==> src/rtl/fetch_sequencer.sv <==
// Fetch-stage controller: owns the PC, drives a 1-cycle-latency instruction ROM,
// absorbs decode stalls and branch/jump redirects, and feeds the IF/ID register.
module fetch_sequencer #(
  parameter int width_B = 32,
  parameter int Addr_B  = 10
) (
  input  logic               clk,
  input  logic               reset,
  input  logic               stall,
  input  logic               branch_taken,
  input  logic [width_B-1:0] branch_target,
  input  logic               jump_taken,
  input  logic [25:0]        jump_index,
  output logic [Addr_B-1:0]  rom_addr,
  input  logic [width_B-1:0] rom_data,
  output logic [width_B-1:0] if_id_instr,
  output logic [width_B-1:0] if_id_pc_plus1,
  output logic               if_id_valid,
  output logic [width_B-1:0] pc_debug,
  output logic [15:0]        flush_count
);

  typedef enum logic [1:0] {BOOT, RUN, STALL} state_e;

  state_e             state_q;
  logic [width_B-1:0] pc_q, pc_d;
  logic [width_B-1:0] infl_pc_q, infl_pc_d;
  logic               infl_valid_q, infl_valid_d;
  logic [width_B-1:0] if_instr_q, if_instr_d;
  logic [width_B-1:0] if_pc1_q, if_pc1_d;
  logic               if_valid_q, if_valid_d;
  logic [15:0]        flush_q, flush_d;

  logic               redirect;
  logic [width_B-1:0] jump_target;
  logic [width_B-1:0] target;

  assign redirect    = branch_taken | jump_taken;
  assign jump_target = {if_pc1_q[width_B-1:26], jump_index};
  assign target      = branch_taken ? branch_target : jump_target;

  // During a stall the in-flight address is replayed so rom_data stays valid for it.
  assign rom_addr = redirect ? target[Addr_B-1:0]
                  : stall    ? infl_pc_q[Addr_B-1:0]
                  :            pc_q[Addr_B-1:0];

  always_comb begin
    // NOTE: every _d gets a default up front so no path can infer a latch.
    pc_d         = pc_q;
    infl_pc_d    = infl_pc_q;
    infl_valid_d = infl_valid_q;
    if_instr_d   = if_instr_q;
    if_pc1_d     = if_pc1_q;
    if_valid_d   = if_valid_q;
    flush_d      = flush_q;

    if (redirect) begin
      if_instr_d   = '0;
      if_pc1_d     = '0;
      if_valid_d   = 1'b0;
      infl_pc_d    = target;
      infl_valid_d = 1'b1;
      pc_d         = target + 1'b1;
      if (flush_q != 16'hFFFF) flush_d = flush_q + 16'd1;
    end else if (!stall) begin
      // An empty in-flight slot becomes a bubble, which always carries a nop.
      if_instr_d   = infl_valid_q ? rom_data : '0;
      if_pc1_d     = infl_valid_q ? infl_pc_q + 1'b1 : '0;
      if_valid_d   = infl_valid_q;
      infl_pc_d    = pc_q;
      infl_valid_d = 1'b1;
      pc_d         = pc_q + 1'b1;
    end
  end

  // NOTE: sequential state uses non-blocking assignments so every register
  // samples the pre-edge values of the others.
  always_ff @(posedge clk) begin
    if (reset) begin
      state_q      <= BOOT;
      pc_q         <= '0;
      infl_pc_q    <= '0;
      infl_valid_q <= 1'b0;
      if_instr_q   <= '0;
      if_pc1_q     <= '0;
      if_valid_q   <= 1'b0;
      flush_q      <= '0;
    end else begin
      pc_q         <= pc_d;
      infl_pc_q    <= infl_pc_d;
      infl_valid_q <= infl_valid_d;
      if_instr_q   <= if_instr_d;
      if_pc1_q     <= if_pc1_d;
      if_valid_q   <= if_valid_d;
      flush_q      <= flush_d;
      case (state_q)
        BOOT:    state_q <= (stall && !redirect) ? STALL : RUN;
        RUN:     if (stall && !redirect) state_q <= STALL;
        STALL:   if (!stall || redirect) state_q <= RUN;
        default: state_q <= BOOT;
      endcase
    end
  end

  assign if_id_instr    = if_instr_q;
  assign if_id_pc_plus1 = if_pc1_q;
  assign if_id_valid    = if_valid_q;
  assign pc_debug       = pc_q;
  assign flush_count    = flush_q;

endmodule

==> config.mk <==
export PLATFORM = sky130hd
export DESIGN_NAME = fetch_sequencer
export DESIGN_NICKNAME = d
export VERILOG_FILES = /design/src/rtl/fetch_sequencer.sv
export SDC_FILE = /design/constraint.sdc
export NUM_CORES = 1
export LEC_CHECK = 0
export ABC_CLOCK_PERIOD_IN_PS = 3900
export CAP_MARGIN = 20
export CORE_ASPECT_RATIO = 0.7
export CORE_MARGIN = 2
export CORE_UTILIZATION = 40
export DETAILED_ROUTE_END_ITERATION = 16
export GPL_TIMING_DRIVEN = 0
export PLACE_DENSITY = 0.7
export SETUP_SLACK_MARGIN = 0.5
export SLEW_MARGIN = 20
export SYNTH_ARGS = -nofsm -noshare
export SYNTH_HDL_FRONTEND = slang
export SYNTH_SLANG_ARGS = --single-unit
==> constraint.sdc <==
create_clock -name clk -period 3.9 [get_ports clk]
set_clock_uncertainty 0.2 [all_clocks]
set_input_delay 0.78 -clock clk [delete_from_list [all_inputs] [get_ports clk]]
set_output_delay 0.78 -clock clk [all_outputs]
set_load 0.03 [all_outputs]
==> summary.md <==
| Metric | Value |
|---|---|
| Status | `finished clean` |
| GP Congestion | `about 0.9` |
| Syn Std Cell Area | `7277 um^2` |
| Cell area power density | `between 300 and 400 nW/um^2` |
| Largest net degree at the start of global routing | `17` |
| H-tree lvl count | `4` |
| Synthesized Nets | `a little under 1000` |
| Async set-reset flop share out of synthesis | `0%` |
| Setup TNS | `0 ns` |
| Rel. slew slack | `between 50 and 60%` |
| Worst endpoint data arrival time | `around 2.4 ns` |
| Commonest non-fill, non-tap cells in the layout | `clkdlybuf4s50_1 (204), dfxtp_1 (146), nor2_1 (124), nand2_1 (115), a22oi_1 (47)` |
| Total number of vias | `between 7000 and 8000` |
| Initial antenna violation count | `0` |
| DIE AREA | `around 19000 um^2` |
| Core Region | `17900 um^2` |
| Cells after Synth | `886` |
| Num CTS Buffers | `17` |
| Power consumption | `approximately 4 mW` |
| Reported max-cap violation count | `0` |
| Share of post-route cells with drive strength above 1 | `7.502%` |
| Setup violations, final | `0` |
| Initial Utilization | `approximately two fifths` |
| Clock Power Share | `a little over two fifths` |
| Final core utilization | `roughly three fifths` |
| Register share of total power | `approximately 40%` |
| Most common cell after layout, fill and taps aside | `clkdlybuf4s50_1` |
| CTS Hold Bufs | `0` |
| FF-to-FF path depth | `9` |
| IO Pins | `218` |
| VDD IR max | `about 0.23 mV` |
| Minimum clock period | `~3.3 ns` |
| Hpwl dp | `18120 um` |
| Crit-path cells | `buf_2 > buf_6 > buf_6 > clkbuf_4 > buf_4 > o31ai_2 > buf_2` |
| R2R Path Start | `pc_debug[1]$_SDFFE_PP0P_` |
| Hold path cells | `2` |
| Warnings, synthesis | `0` |
| Post-synth cell types | `54` |
| First-pass GRT wire length | `~36000 um` |
| Clock buffer depth | `2` |
| Slew Viols, Final | `0` |
| Antenna Nets Post-Route | `0` |
| Routed WL | `roughly 24000 um` |
| Number of flops mapped to enable cells by yosys | `0` |
| Pre-CTS WS | `-0.7024 ns` |
| Die Ht | `approximately 120 um` |
| Post-route setup slack | `0.5605 ns` |
| Crit Path Category | `in2out` |
| Sw Pwr | `1.118 mW` |
| Unrepaired setup endpoints after global routing | `true` |
| Switching Fraction | `approximately 28%` |
| Worst-Margin Slew | `between 0.7 and 0.8 ns` |
| Diode count | `0` |
| Final nets | `approximately 1200` |
| Drt first-iter violations | `between 600 and 700` |
| Hold Vio Cnt, Final | `0` |
| Maximum clock rate | `299.4 MHz` |
| Syn Area/Cell | `a little over 8 um^2` |
| Setup crit end kind | `output port` |
| Hold Crit Start | `if_id_pc_plus1[19]$_SDFFE_PP0N_` |
| Internal Dissipation | `2.865 mW` |
| Port Buffer Count | `approximately 220` |
| Crit Path Max Fanout | `10` |
| Leak | `roughly 3.7 nW` |
| Synth Flop Type | `dfxtp_1` |
| Min-delay worst type | `reg2reg` |
| Die width | `165.2 um` |
| Gr usage total | `24.28%` |
| Clock Sinks | `approximately 150` |
| Synth Register Bits | `146` |
| Logic gate share of total power | `between 10% and 20%` |
| CTS Root Buffer Type | `clkbuf_16` |
| Clock Latency Late Sink | `around 0.42 ns` |
| Vias in the first global route | `6624` |
| Sequential share of the synthesized area | `40.17%` |
| Startpoint Class | `input port` |
| Overflow after GRT | `0` |
| CTS tree | `yes` |
| Clock transition at path regs | `approximately 0.060 ns` |
| Area Overhead vs Synth | `43.21%` |
| WP data required | `between 2 and 3 ns` |
| DRC errors left | `0` |
| Slowest stage delay, CP | `roughly 0.39 ns` |
| CP max stage cell | `o31ai_2` |
| Vias per inst | `5.438` |
| Row cnt | `41` |
| TritonRoute pass-1 iters | `5` |
| Critical path origin | `branch_taken` |
| Final Cycle Share | `between 80% and 90%` |
| Post-DR wirelength/cell | `~18 um` |
metrics by stage:
| stage | hold slack [ns] | cell area, um^2 | instances |
|---|---|---|---|
| after CTS | 0.2611 | 10390 | 1368 |
| after global routing | 0.2900 | 10420 | 1369 |
| final | 0.2545 | 10420 | 1369 |
| after floorplan | 0.2323 | 7322 | 886 |
| after global placement | 0.2408 | 9769 | 1337 |
| after detailed placement | 0.2459 | 9769 | 1337 |
final timing paths:
path | end | slack, ns
max | rom_addr[7] | 0.56
min | if_id_pc_plus1[19]$_SDFFE_PP0N_ | 0.25
max reg2reg | pc_debug[28]$_SDFFE_PP0P_ | 1.00
min reg2reg | if_id_pc_plus1[19]$_SDFFE_PP0N_ | 0.25
power groups by stage:
stage | combinational [mW] | clock, mW | sequential (mW)
floorplan | 0.319 | 0 | 1.70
global placement | 0.663 | 0 | 1.64
detailed placement | 0.666 | 0 | 1.64
finish | 0.676 | 1.69 | 1.61
global route | 0.722 | 1.78 | 1.62
CTS | 0.668 | 1.72 | 1.61
cell type report:
class,instances,area [um^2]
multi-input cells,671,4108
repair buffers,216,2112
plain buffers,62,350.3
clock inverters,14,181.4
flip-flops and latches,146,2923
clock buffers,17,425.4
inverters,7,26.28
fillers,1609,7482
well taps,236,295.3
flip-flops by register name, indices dropped and copies added (netlist names):
| register | flops |
|---|---|
| pc_debug | 32 |
| if_id_pc_plus1 | 32 |
| infl_valid_q | 1 |
| if_id_valid | 1 |
| flush_count | 16 |
| if_id_instr | 32 |
| infl_pc_q | 32 |
metal layers:
| metal | part of all wire (%) | GRT usage (%) | up-vias |
|---|---|---|---|
| met4 | 0.88 | 5.101 | 0 |
| met2 | 42 | 36.11 | 313 |
| li1 | - | - | 3612 |
| met3 | 8.6 | 5.708 | 21 |
| met1 | 48 | 35.80 | 3499 |
| met5 | 0 | 0 | - |
critical path: cells and delay by family:
| kind | cells | cell delay, ns |
|---|---|---|
| buffers and inverters | 6 | 1.16 |
| AO/OA/AOI/OAI | 1 | 0.39 |
what timing repair did:
action	CTS	global route
gates resized for setup	75	11
endpoints found under the setup margin	10	14
buffers inserted	0	1
pin swaps	0	2
Yosys cell counts (3+ instances only):
cell	instances	area, um^2
a211oi_1	23	172.7
a21o_1	3	22.52
a21oi_1	30	150.1
a22oi_1	47	352.8
a311o_1	5	50.05
a311oi_1	4	35.03
and2_1	16	100.1
and3_1	8	50.05
and4_1	12	105.1
buf_1	10	37.54
buf_2	5	25.02
buf_6	6	67.56
clkbuf_1	39	146.4
dfxtp_1	146	2923
ha_1	3	37.54
inv_1	6	22.52
mux2i_1	32	320.3
nand2_1	115	431.7
nand3_1	28	140.1
nand4_1	19	118.9
nor2_1	125	469.2
nor2b_1	23	143.9
nor3_1	10	50.05
nor4_1	13	81.33
nor4b_1	3	26.28
o211a_1	4	40.04
o21a_1	15	112.6
o21ai_0	35	175.2
o21ai_1	6	30.03
o31ai_1	9	67.56
or3_1	4	25.02
xnor2_1	44	385.4
xor2_1	12	105.1
cell families (layout without fill, tap and decap cells):
kind of cell	count (synthesis)	after routing	share of synthesized area, %
AND/OR/NAND/NOR	387	387	25.45
AO/OA/AOI/OAI	191	191	18.05
adder cells (fa/ha/maj)	3	3	0.5159
XOR/XNOR	56	56	6.740
flip-flops	146	146	40.17
buffers and inverters	69	316	4.367
multiplexers	34	34	4.711
No activity file was read; power rests on OpenSTA's default activity.
